**src/rtl/xillybus_ctrl_pkg.sv**
```systemverilog
// Shared constants and types for the Xillybus control register file.
//   NUM_REGS : size of the 5-bit address space seen by the host
//   RO_BASE  : first read-only (hw_status) address; everything below is RW
//   ERR_REG  : RW register whose upper half shows the read-only write error count
//   GO_REG/GO_BIT : register/bit that fires ctrl_go and always reads back 0
package xillybus_ctrl_pkg;

  localparam int NUM_REGS = 32;
  localparam int RO_BASE  = 28;
  localparam int ERR_REG  = 27;
  localparam int GO_REG   = 0;
  localparam int GO_BIT   = 0;

  localparam int ADDR_W   = 5;
  localparam int DATA_W   = 32;
  localparam int ERR_W    = 16;

  typedef logic [ADDR_W-1:0] addr_t;
  typedef logic [DATA_W-1:0] word_t;
  typedef logic [ERR_W-1:0]  err_t;

  // True for the status words at the top of the map, which the host cannot write.
  function automatic logic is_ro(input addr_t a);
    return a >= addr_t'(RO_BASE);
  endfunction

endpackage

```
**src/rtl/xillybus_ctrl_regs.sv**
```systemverilog
// Register file behind a pair of Xillybus addressed streams (xcw_ctrl write,
// xcr_ctrl read). Addresses 0..27 are RW flops, 28..31 map hw_status words.
//
// Ports:
//   bus_clk, trn_reset_n            clock, async active-low reset
//   user_w_xcw_ctrl_*               write stream (wren/data/open, full tied 0)
//   user_xcw_ctrl_addr[_update]     write-stream seek
//   user_r_xcr_ctrl_*               read stream (rden/open, data/empty/eof)
//   user_xcr_ctrl_addr[_update]     read-stream seek
//   hw_status                       NUM_RO application status words (word 0 = addr 28)
//   reg_wr_strobe/addr/data         registered one-cycle echo of every accepted write
//   ctrl_go                         one-cycle pulse on a write of 1 to bit 0 of reg 0
//   ctrl_regs                       flattened view of registers 0..27 (reg i at [32*i +: 32])
module xillybus_ctrl_regs
  import xillybus_ctrl_pkg::*;
#(
  parameter int NUM_RO = 4
) (
  input  logic                      bus_clk,
  input  logic                      trn_reset_n,

  input  logic                      user_w_xcw_ctrl_wren,
  input  logic [DATA_W-1:0]         user_w_xcw_ctrl_data,
  input  logic                      user_w_xcw_ctrl_open,
  input  logic [ADDR_W-1:0]         user_xcw_ctrl_addr,
  input  logic                      user_xcw_ctrl_addr_update,
  output logic                      user_w_xcw_ctrl_full,

  input  logic                      user_r_xcr_ctrl_rden,
  input  logic                      user_r_xcr_ctrl_open,
  input  logic [ADDR_W-1:0]         user_xcr_ctrl_addr,
  input  logic                      user_xcr_ctrl_addr_update,
  output logic [DATA_W-1:0]         user_r_xcr_ctrl_data,
  output logic                      user_r_xcr_ctrl_empty,
  output logic                      user_r_xcr_ctrl_eof,

  input  logic [DATA_W*NUM_RO-1:0]  hw_status,

  output logic                      reg_wr_strobe,
  output logic [ADDR_W-1:0]         reg_wr_addr,
  output logic [DATA_W-1:0]         reg_wr_data,
  output logic                      ctrl_go,
  output logic [DATA_W*RO_BASE-1:0] ctrl_regs
);

  localparam int RO_SLOTS = NUM_REGS - RO_BASE;

  // A register file is always ready and never ends.
  assign user_w_xcw_ctrl_full  = 1'b0;
  assign user_r_xcr_ctrl_empty = 1'b0;
  assign user_r_xcr_ctrl_eof   = 1'b0;

  // ---------------------------------------------------------------------------
  // State
  // ---------------------------------------------------------------------------
  word_t regs_q [RO_BASE];
  word_t regs_d [RO_BASE];
  addr_t wr_ptr_q, wr_ptr_d;
  addr_t rd_ptr_q, rd_ptr_d;
  err_t  ro_wr_err_q, ro_wr_err_d;
  logic  wr_open_q, rd_open_q;
  word_t rd_data_q, rd_data_d;
  logic  wr_strobe_q, wr_strobe_d;
  addr_t wr_addr_q, wr_addr_d;
  word_t wr_data_q, wr_data_d;
  logic  go_q, go_d;

  // ---------------------------------------------------------------------------
  // Read-only status words; slots beyond NUM_RO read as zero.
  // ---------------------------------------------------------------------------
  word_t ro_words [RO_SLOTS];

  for (genvar g = 0; g < RO_SLOTS; g++) begin : g_ro
    if (g < NUM_RO) begin : g_map
      assign ro_words[g] = hw_status[g*DATA_W +: DATA_W];
    end else begin : g_zero
      assign ro_words[g] = '0;
    end
  end

  // Host-visible RW words: register 27 carries the error counter in its top
  // half. Its stored top half is kept at zero so the OR is exact.
  word_t rw_view [RO_BASE];

  always_comb begin
    for (int i = 0; i < RO_BASE; i++) rw_view[i] = regs_q[i];
    rw_view[ERR_REG] = regs_q[ERR_REG] | {ro_wr_err_q, {(DATA_W-ERR_W){1'b0}}};
  end

  for (genvar g = 0; g < RO_BASE; g++) begin : g_flat
    assign ctrl_regs[g*DATA_W +: DATA_W] = rw_view[g];
  end

  // ---------------------------------------------------------------------------
  // Write stream: a seek in the same cycle as wren takes effect first.
  // ---------------------------------------------------------------------------
  addr_t wr_addr;
  word_t wr_word;

  assign wr_addr = user_xcw_ctrl_addr_update ? user_xcw_ctrl_addr : wr_ptr_q;

  // NOTE: every signal driven here gets a default before any condition, so no
  // path leaves it unassigned and no latch is inferred.
  always_comb begin
    regs_d      = regs_q;
    wr_ptr_d    = wr_ptr_q;
    ro_wr_err_d = ro_wr_err_q;
    wr_strobe_d = 1'b0;
    wr_addr_d   = wr_addr_q;
    wr_data_d   = wr_data_q;
    go_d        = 1'b0;
    wr_word     = user_w_xcw_ctrl_data;

    if (user_w_xcw_ctrl_wren) begin
      wr_strobe_d = 1'b1;
      wr_addr_d   = wr_addr;
      wr_data_d   = user_w_xcw_ctrl_data;
      wr_ptr_d    = wr_addr + addr_t'(1);   // 5-bit add wraps 31 -> 0

      if (is_ro(wr_addr)) begin
        if (ro_wr_err_q != '1) ro_wr_err_d = ro_wr_err_q + err_t'(1);
      end else begin
        for (int i = 0; i < RO_BASE; i++) begin
          if (wr_addr == addr_t'(i)) begin
            wr_word = user_w_xcw_ctrl_data;
            if (i == ERR_REG) wr_word[DATA_W-1:ERR_W] = '0;
            if (i == GO_REG)  wr_word[GO_BIT] = 1'b0;   // go bit is self-clearing
            regs_d[i] = wr_word;
          end
        end
        go_d = (wr_addr == addr_t'(GO_REG)) && user_w_xcw_ctrl_data[GO_BIT];
      end
    end else if (user_xcw_ctrl_addr_update) begin
      wr_ptr_d = user_xcw_ctrl_addr;
    end

    // Closing the stream rewinds it; register contents survive.
    if (wr_open_q && !user_w_xcw_ctrl_open) wr_ptr_d = '0;
  end

  // ---------------------------------------------------------------------------
  // Read stream: data comes from the current (pre-write) register contents, so
  // a same-cycle read and write of one address returns the old value.
  // ---------------------------------------------------------------------------
  addr_t rd_addr;
  word_t rd_word;

  assign rd_addr = user_xcr_ctrl_addr_update ? user_xcr_ctrl_addr : rd_ptr_q;

  always_comb begin
    rd_word = '0;
    for (int i = 0; i < RO_BASE; i++) begin
      if (rd_addr == addr_t'(i)) rd_word = rw_view[i];
    end
    for (int j = 0; j < RO_SLOTS; j++) begin
      if (rd_addr == addr_t'(RO_BASE + j)) rd_word = ro_words[j];
    end
  end

  always_comb begin
    rd_data_d = rd_data_q;   // holds while rden is low
    rd_ptr_d  = rd_ptr_q;
    if (user_r_xcr_ctrl_rden) begin
      rd_data_d = rd_word;
      rd_ptr_d  = rd_addr + addr_t'(1);
    end else if (user_xcr_ctrl_addr_update) begin
      rd_ptr_d = user_xcr_ctrl_addr;
    end
    if (rd_open_q && !user_r_xcr_ctrl_open) rd_ptr_d = '0;
  end

  // ---------------------------------------------------------------------------
  // Sequential state
  // ---------------------------------------------------------------------------
  // NOTE: state is updated with non-blocking assignments so every flop samples
  // the pre-edge values regardless of statement order.
  always_ff @(posedge bus_clk or negedge trn_reset_n) begin
    if (!trn_reset_n) begin
      // NOTE: the register array is built from flops, so it can be cleared
      // here; an array mapped to RAM could not take an async reset.
      for (int i = 0; i < RO_BASE; i++) regs_q[i] <= '0;
      wr_ptr_q    <= '0;
      rd_ptr_q    <= '0;
      ro_wr_err_q <= '0;
      wr_open_q   <= 1'b0;
      rd_open_q   <= 1'b0;
      rd_data_q   <= '0;
      wr_strobe_q <= 1'b0;
      wr_addr_q   <= '0;
      wr_data_q   <= '0;
      go_q        <= 1'b0;
    end else begin
      regs_q      <= regs_d;
      wr_ptr_q    <= wr_ptr_d;
      rd_ptr_q    <= rd_ptr_d;
      ro_wr_err_q <= ro_wr_err_d;
      wr_open_q   <= user_w_xcw_ctrl_open;
      rd_open_q   <= user_r_xcr_ctrl_open;
      rd_data_q   <= rd_data_d;
      wr_strobe_q <= wr_strobe_d;
      wr_addr_q   <= wr_addr_d;
      wr_data_q   <= wr_data_d;
      go_q        <= go_d;
    end
  end

  assign user_r_xcr_ctrl_data = rd_data_q;
  assign reg_wr_strobe        = wr_strobe_q;
  assign reg_wr_addr          = wr_addr_q;
  assign reg_wr_data          = wr_data_q;
  assign ctrl_go              = go_q;

endmodule

```
**config.mk**
```make
export PLATFORM = sky130hd
export DESIGN_NAME = xillybus_ctrl_regs
export DESIGN_NICKNAME = d
export VERILOG_FILES = /design/src/rtl/xillybus_ctrl_pkg.sv /design/src/rtl/xillybus_ctrl_regs.sv
export SDC_FILE = /design/constraint.sdc
export NUM_CORES = 1
export LEC_CHECK = 0
export ABC_AREA = 0
export CAP_MARGIN = 20
export CORE_AREA = 3 3 445 447
export DETAILED_ROUTE_END_ITERATION = 10
export DIE_AREA = 0 0 448 450
export PLACE_DENSITY = 0.53
export SYNTH_ARGS = -nofsm -noshare
export SYNTH_HDL_FRONTEND = slang
export SYNTH_SLANG_ARGS = --single-unit
```
**constraint.sdc**
```tcl
create_clock -name bus_clk -period 4.5 [get_ports bus_clk]
set_clock_uncertainty 0.05 [all_clocks]
set_input_delay 0.45 -clock bus_clk [delete_from_list [all_inputs] [get_ports bus_clk]]
set_output_delay 0.45 -clock bus_clk [all_outputs]
set_load 0.02 [all_outputs]
```
# ---- Yosys cells after proc, flatten, opt, wreduce, memory -nomap -nowiden
# Cells that the tools add are included.
dict set report totals {
  ff_bits 978
  in_bits 178
  out_inout_bits 970
  wordCells 180
}
dict set report op_classes {
  n_addsub 3
  n_lt_le_gt_ge 1
  n_eq_ne 59
  n_mux 41
  bitwise_logic 2
  n_reduce_logical 36
}
# op n
set ops {}
lappend ops {{32-bit 2-to-1 mux} 32}
lappend ops {{5-bit == test, second input constant} 28}
lappend ops {{3-bit AND reduction} 29}
lappend ops {{5-bit by 4-bit == test with 1-bit output, second input constant} 16}
lappend ops {{5-bit by 3-bit == test with 1-bit output, second input constant} 8}
lappend ops {{16-bit by 32-bit OR with 32-bit output} 1}
lappend ops {{5-bit 2-to-1 mux} 6}
lappend ops {{5-bit by 2-bit == test with 1-bit output, second input constant} 4}
lappend ops {{16-bit by 1-bit adder with 16-bit output, second input constant} 1}
lappend ops {{16-bit inequality test, second input constant} 1}
lappend ops {{5-bit by 1-bit adder with 5-bit output, second input constant} 2}
lappend ops {{5-bit by 1-bit == test with 1-bit output, second input constant} 2}
lappend ops {{5-bit logical NOT} 2}
lappend ops {{5-bit >= comparator, second input constant} 1}
lappend ops {{1-bit logical AND} 3}
lappend ops {{1-bit 2-to-1 mux} 3}
lappend ops {{1-bit logical NOT} 2}
lappend ops {{1-bit NOT} 1}

# ---- Longest topological paths before layout
# Gate-level depths: netlist of run 1.
dict set report logic_depth {
  word_depth 34
  depth_mapped 18
  mapped_depth_nobuf 11
}

# ---- Least setup slack after synthesis of run 1
# OpenSTA, ideal clock, no wires.
dict set report synth_timing {
  kind {in2reg}
  from {in user_xcr_ctrl_addr_update}
  to {reg rd_data_q[29] (netlist: user_r_xcr_ctrl_data[29])}
  setup_ns 0.082
  t_arrival_ns 3.611
  required_time_ns 4.368
  path_slack_ns 0.757
  stages 18
  n_path_buf 7
  path_cell_list {buf_6 buf_6 buf_6 mux2i_1 inv_1 ha_1 buf_2 inv_1 clkbuf_1 nor2_1 ha_1 or2_1 buf_2 a21o_1 buf_4 nor4_1 o311ai_1 a31oi_1}
}
dict set report synth_via {
  elab_chain_cells 34
  elab_cells_between_ends 65
  classes_between {eq/ne: 31; mux: 33; reduce/logical: 1}
}
# item line
set synth_rtl {}
lappend synth_rtl {{start: declaration} xillybus_ctrl_regs.sv:32} ;# input logic user_xcr_ctrl_addr_update,
lappend synth_rtl {{5-bit 2-to-1 mux (*)} --}
lappend synth_rtl {{5-bit logical NOT} xillybus_ctrl_regs.sv:153} ;# if (rd_addr == addr_t'(i)) rd_word = rw_view[i];
lappend synth_rtl {{32-bit 2-to-1 mux (28 in series)} xillybus_ctrl_regs.sv:153}
lappend synth_rtl {{32-bit 2-to-1 mux (3 in series)} xillybus_ctrl_regs.sv:156} ;# if (rd_addr == addr_t'(RO_BASE + j)) rd_word = ro_words[j];
lappend synth_rtl {{32-bit 2-to-1 mux (*)} xillybus_ctrl_regs.sv:156}
lappend synth_rtl {{end signal: assignment} xillybus_ctrl_regs.sv:199} ;# rd_data_q <= rd_data_d;
lappend synth_rtl {{end: declaration} xillybus_ctrl_regs.sv:62} ;# word_t rd_data_q, rd_data_d;
# Mark *: on every way between the ends. The rest lies on a longest branch, timed or not.
# A chain may end at the register's enable or synchronous reset.

# ---- Final worst setup path of run 1
dict set report layout_timing {
  from {reg rd_ptr_q[1]}
  to {reg rd_data_q[26] (netlist: user_r_xcr_ctrl_data[26])}
}
dict set report layout_via {
  elab_chain_cells 34
  elab_cells_between_ends 65
  classes_between {eq/ne: 31; mux: 33; reduce/logical: 1}
}
# item line
set layout_rtl {}
lappend layout_rtl {{start: declaration} xillybus_ctrl_regs.sv:59} ;# addr_t rd_ptr_q, rd_ptr_d;
lappend layout_rtl {{start signal: assignment} xillybus_ctrl_regs.sv:195} ;# rd_ptr_q <= rd_ptr_d;
lappend layout_rtl {{5-bit 2-to-1 mux (*)} --}
lappend layout_rtl {{5-bit logical NOT} xillybus_ctrl_regs.sv:153}
lappend layout_rtl {{32-bit 2-to-1 mux (28 in series)} xillybus_ctrl_regs.sv:153}
lappend layout_rtl {{32-bit 2-to-1 mux (3 in series)} xillybus_ctrl_regs.sv:156}
lappend layout_rtl {{32-bit 2-to-1 mux (*)} xillybus_ctrl_regs.sv:156}
# Marks and branches as above.

==> results of run 1 <==
kinds of logic after synthesis:
family                   synth area share, %
XOR/XNOR                               0.383
other                                0.00821
adder cells (fa/ha/maj)                0.329
multiplexers                            23.6
flip-flops                              53.6
AO/OA/AOI/OAI                           13.2
buffers and inverters                   3.73
AND/OR/NAND/NOR                         5.14
registers in the layout (all words and copies together), names as in the netlist:
name,flops
rd_ptr_q,5
regs_q,16
ctrl_go,1
ctrl_regs,863
wr_ptr_q,5
rd_open_q,1
reg_wr_strobe,1
reg_wr_addr,5
reg_wr_data,32
wr_open_q,1
ro_wr_err_q,16
user_r_xcr_ctrl_data,32
area by class of cell:
class	instances	area [sq um]	share of cell area, %
clock inverters	50	514	0.783
diodes	16	40.0	0.0610
multi-input cells	2355	19900	30.3
repair buffers	1412	14100	21.4
flip-flops and latches	978	24500	37.3
inverters	16	60.1	0.0915
well taps	2542	3180	4.84
clock buffers	162	3420	5.21
placed cells by master, fill, tap and decap left out, types with 15 or more instances in the layout:
master,netlist,final
clkdlybuf4s50_1,0,1128
dfrtp_1,978,978
mux2_2,903,903
buf_4,15,216
nand2_1,210,202
a21oi_1,141,138
nor2_1,147,125
clkbuf_16,0,118
o22ai_1,105,105
o211ai_1,102,102
a22oi_1,94,94
o21ai_0,76,75
a221oi_1,58,58
mux2i_1,54,54
buf_12,0,49
a211oi_1,43,43
a2bb2oi_1,40,40
o221ai_1,32,32
clkbuf_8,0,30
nor3_1,28,28
clkinv_2,0,26
a31oi_1,23,23
nor2_4,0,21
nand3b_1,21,21
o22a_1,20,20
o311ai_1,20,20
nor2b_1,23,19
a311oi_1,19,18
nand3_1,17,17
diode_2,0,16
xnor2_1,16,16
inv_1,15,15
cells in the mapped netlist, drive strengths merged, types with 4 or more instances:
library cell	count
nor3	28
a2111oi	13
o211ai	102
a2bb2oi	40
nor3b	5
a41oi	10
and2	6
nor2	147
buf	180
o221ai	32
a31oi	23
a211oi	43
ha	12
nor2b	23
clkbuf	198
inv	16
nor4	14
a221oi	58
mux2i	56
dfrtp	978
o22ai	105
nand3b	21
o31ai	11
a22oi	94
a21oi	142
nand3	17
o22a	20
o311ai	20
nand4	8
o21ai	83
a311oi	19
xnor2	16
xor2	4
or2	5
mux2	907
nand2	210
a22o	10
worst min-delay path by stage:
stage | startpoint | to
floorplan | trn_reset_n | ctrl_go
global placement | reg_wr_addr[3] | reg_wr_addr[3]
detailed placement | reg_wr_addr[3] | reg_wr_addr[3]
CTS | user_w_xcw_ctrl_open | wr_open_q
global route | user_w_xcw_ctrl_open | wr_open_q
finish | user_w_xcw_ctrl_open | wr_open_q
power groups by stage:
stage / clock [mW] / combinational (mW) / sequential [mW]
after floorplan: 0 / 4.12 / 18.2
after global placement: 0 / 18.4 / 15.5
after detailed placement: 0 / 18.5 / 15.5
after CTS: 10.1 / 18.5 / 15.4
after global routing: 10.4 / 19.0 / 15.8
final: 9.85 / 18.4 / 15.6
worst reg2reg max path, cell delays in order, from the launching register on:
cell and delay, ps:
dfrtp_1 360, mux2i_1 180, inv_1 170, ha_4 260, or2_1 280, nor3_1 270, o21ai_4 250, buf_4 260
a211oi_1 370, a311oi_1 200, buf_4 200, o311ai_1 980, a31oi_1 190
through the flow:
stage                     util, %  total power, mW  hold slack, ps  setup slack, ps  std cells
after floorplan                 -             22.3             104              757       3727
after global placement       31.7             33.8             428             -459       7296
after detailed placement     31.7             34.0             425             -635       7298
after CTS                    33.7             44.0            12.4              121       7512
after global routing         33.7             45.3            83.1              188       7523
final                        33.7             43.8             127              307       7531
timing repair:
action | in CTS | in global routing
setup buffers | 0 | 3
hold buffers | 2 | 0
hold endpoints to repair | 55 | 0
endpoints found under the setup margin | 0 | 3
per-layer routing:
| metal | vias up | wire length [um] | GRT usage [%] |
|---|---|---|---|
| li1 | 16200 | - | - |
| met1 | 20800 | 105000 | 32.0 |
| met2 | 2071 | 119000 | 39.2 |
| met3 | 449 | 21700 | 5.88 |
| met4 | 2 | 15600 | 13.2 |
| met5 | - | 13 | 0 |
==> metrics, run 1 <==
Reg power frac=35.5%; row count=162; top post-synthesis cells by area=dfrtp_1, mux2_2, nand2_1, o211ai_1, clkbuf_1; synthesized cell area=0.0457 sq mm; GRT Util Overall=25.0%; Clock Power Share=22.5%; CP dominant cell by count=buf_4; first-pass GRT wire length=351000 um; depth of the worst register-to-register path=12; Worst Max-Slew Pin Slew=1160 ps; post-route ant nets=0; Final Max Tran Viols=0; share of cells above drive strength 1=29.5%; Reg2Reg Capture Point=user_r_xcr_ctrl_data[26]; CTS sink cnt=978; DR iter-0 viols=4140; grt total ovfl=0; Fillers=19500; share of the synthesized area in the top cell type=53.6%; Critical Path RT=5030 ps; antenna violations before repair=25; CP max-delay cell=o311ai_1; Syn. warnings=0; Max Root-Sink Buffers=3; Final nets=5069; port buffer count=1143; Placed Area=0.0617 sq mm; post-synth cell types=83; cell family with most CP delay=compound AO/OA/AOI/OAI gates; P_sw=17.6 mW; WP depth=12; Combinational Power Share=42.0%; critical-path maximum fanout=15; Net Sw Frac=40.1%; Setup CP Type=flop to flop; crit path DAT=4730 ps; RSZ-0062 raised after global routing=no; delay of the slowest cell on the worst path=970 ps; Final period util=93.2%; # DRC=0; number of synthesized flops with an enable pin=0; DRT Pass-1 Iters=6; min Tclk post-route=4190 ps; Synth area leader=dfrtp_1; Cells after Synth=3724; endpoint class of the critical path=flop; worst setup path start=rd_ptr_q[1]; Clk Latency, worst-skew pair=780 ps; Pint=26.3 mW; post-layout instance area=0.0657 sq mm; Die Ht=450 um; Die Area=0.202 sq mm; Top-Level Pins=1148; status=finished, final reports clean; leakage power=27.0 nW; RD Place Congestion=0.937; CTS tree=built; Hold Path Class=input port to flop; Max Fclk=238 MHz; Worst Setup EP=user_r_xcr_ctrl_data[26]; Critical R2R Launch=rd_ptr_q[1]; Relative slew margins=21.5%; Post-synth ARST share=100%; largest net degree at the start of global routing=134; max cap viols=0; flops & latches, synth=978; drt total wl=262000 um; Vias=39500; Final HPWL DP=202000 um; CP Cell Sequence=mux2i_1 > inv_1 > ha_4 > or2_1 > nor3_1 > o21ai_4 > buf_4 > a211oi_1 > a311oi_1 > buf_4 > o311ai_1 > a31oi_1; Worst setup SP type=flop; CP bufs+invs=3; Layout area overhead=43.7%; vias in the first global route=38700; Top FF cell, synth=dfrtp_1; clk slew on worst S/H paths=60 ps; setup_tns=0 ps; DR WL/cell=34.8 um; Starting Density=23.5%; syn avg cell area=12.3 sq um; Final setup viols=0; Die X=448 um; H-tree level count=3; post-cts gate resize count=0; sequential area share after synthesis=53.6%; root buf cell=clkbuf_16; core footprint=0.195 sq mm; Pwr Density=667 mW/mm^2; Hold Fails Final Rpt=0; vias per cell=5.25; VDD IR max=443 uV; CTS buffer count=116; Hold Crit Depth=1; r2r setup slk=310 ps
No activity file was read; power rests on OpenSTA's default activity.
==> run 2, diff against run 1 <==
CORE_AREA = 3 3 449 451   (was 3 3 445 447)
DIE_AREA = 0 0 452 454   (was 0 0 448 450)
==> metrics, run 2 (synthesis results as in run 1) <==
Worst setup SP type=input port; endpoint class of the critical path=flop; Final Max Tran Viols=0 (unchanged); grt total ovfl=0 (unchanged); Finished Layout Cells=7611 (+1.1%); Die Ht=454 um (+0.89%); port buffer count=1143 (unchanged); H-tree level count=3 (unchanged); Vias=39700 (+0.28%); RSZ-0062 raised after global routing=no; Setup CP Type=input port to flop; RD Place Congestion=0.946 (+0.92%); vias in the first global route=39100 (+0.93%); Final setup viols=0 (unchanged); Pwr Density=671 mW/mm^2 (+0.55%); antenna violations before repair=22 (-12%); Final period util=92.8% (-0.39 points); Die Area=0.205 sq mm (+1.8%); critical-path maximum fanout=27 (+12); Fillers=19800 (+1.3%); most frequent cells in the layout=clkdlybuf4s50_1, dfrtp_1, mux2_2; Critical Path RT=5130 ps (+100 ps); CP dominant cell by count=buf_4; Layout area overhead=43.9% (about the same); Max Fclk=239 MHz (+0.42%); CTS buffer count=119 (+2.6%); drt total wl=274000 um (+4.6%); Die X=452 um (+0.89%); Top-Level Pins=1148 (unchanged); Final nets=5050 (-0.37%); max cap viols=0 (unchanged); Relative slew margins=15.3% (-6.3 points); Hold Fails Final Rpt=0 (unchanged); post-route ant nets=0 (unchanged); min Tclk post-route=4180 ps (-17.4 ps); Design Power=44.1 mW (+0.63%); clk slew on worst S/H paths=60 ps (about the same); crit path DAT=4800 ps (+70 ps); CP max-delay cell=or2_2; CP Cell Sequence=clkdlybuf4s50_1 > buf_4 > mux2i_2 > inv_2 > nand2_1 > or2_2 > buf_4 > o22ai_1 > nor4_1 > o31ai_1 > a41oi_1; Clk Latency, worst-skew pair=810 ps (+30 ps); Hold Path Class=input port to flop; number of instances in the placed design=7375 (+1.1%); Setup WS pre-CTS=-700 ps (-65.2 ps); CTS tree=built; Worst Max-Slew Pin Slew=1270 ps (+112 ps); max FFs per register=863 (unchanged); first-pass GRT wire length=366000 um (+4.1%); Final HPWL DP=210000 um (+4.2%); Placed Area=0.0617 sq mm (about the same); Max Root-Sink Buffers=3 (unchanged); post-CTS setup buffer count=0 (unchanged); share of cells above drive strength 1=29.1% (-0.39 points); row count=163 (+0.62%); DR WL/cell=36.0 um (+3.5%); delay of the slowest cell on the worst path=620 ps (-350 ps); root buf cell=clkbuf_16; Starting Density=23.1% (-0.36 points); DRT Pass-1 Iters=5 (-1); CTS sink cnt=978 (unchanged); most common cell after layout, fill and taps aside=clkdlybuf4s50_1; core footprint=0.198 sq mm (+1.6%); largest net degree at the start of global routing=95 (-29%); Min Hold Slack=81.8 ps (-45.2 ps); status=finished, final reports clean; leakage power=26.9 nW (-0.38%); DR iter-0 viols=4009 (-3.2%); vias per cell=5.21 (-0.77%); worst setup margin=324 ps (+17.4 ps); post-layout instance area=0.0657 sq mm (about the same); GRT Util Overall=25.7% (+0.68 points); VDD IR max=369 uV (-17%); # DRC=0 (unchanged)
-- run 2: changes by cell type in the layout (fill, tap and decap cells not counted), moves of 4 or more --
cell and change:
buf_12 +5, buf_4 -26, inv_6 -4, clkinv_2 -5, diode_2 -5, clkbuf_8 -5, clkbuf_1 +15
-- run 2: cell type report --
cell class,instances,area (sq um),area share (%)
Sequential cell,978,24500,37.2
Multi-Input combinational cell,2355,20000,30.4
Timing Repair Buffer,1390,13900,21.2
Clock buffer,173,3430,5.22
Tap cell,2640,3300,5.03
Clock inverter,48,559,0.851
Inverter,16,60.1,0.0914
Antenna cell,11,27.5,0.0419
-- run 2: final timing paths --
path | slack (ps) | start | to | cells after the start
setup reg to reg | 340 | rd_ptr_q[0] | user_r_xcr_ctrl_data[7] | 12
hold reg to reg | 430 | reg_wr_addr[3] | reg_wr_addr[3] | 1
hold / removal | 80 | user_w_xcw_ctrl_open | wr_open_q | 1
min in group asynchronous | 220 | trn_reset_n | ctrl_regs[531] | 2
setup / recovery | 320 | user_xcr_ctrl_addr_update | user_r_xcr_ctrl_data[24] | 11
max in group asynchronous | 2720 | trn_reset_n | ctrl_regs[708] | 3
-- run 2: critical path, delay by kind of cell --
| kind | cells | cell delay, ps |
|---|---|---|
| buf+inv | 4 | 1470 |
| compound gates | 3 | 910 |
| simple gates | 3 | 1480 |
| mux | 1 | 450 |
-- run 2: stage by stage --
| stage | util (%) | setup TNS [ps] |
|---|---|---|
| floorplan | - | 0 |
| finish | 33.3 | 0 |
| CTS | 33.2 | 0 |
| global placement | 31.2 | -2460 |
| detailed placement | 31.2 | -2250 |
| global route | 33.2 | 0 |
-- run 2: metal layers --
| layer | track usage [%] | vias up | part of all wire, % |
|---|---|---|---|
| li1 | - | 16200 | - |
| met1 | 32.2 | 21100 | 40 |
| met2 | 41.8 | 1983 | 47 |
| met3 | 6.19 | 425 | 7.7 |
| met4 | 11.8 | 2 | 5.4 |
| met5 | 0 | - | 0.0047 |
-- run 2: where the power goes --
part,internal (mW),switching [mW]
Combinational,8.52,10.1
Sequential,12.0,3.57
Clock,5.70,4.25
-- run 2: timing repair --
action / 4_1_cts / 5_1_grt
hold buffers: 2 / 0
resized for setup: 0 / 1
hold endpoints to repair: 48 / 0
endpoints found under the setup margin: 0 / 1
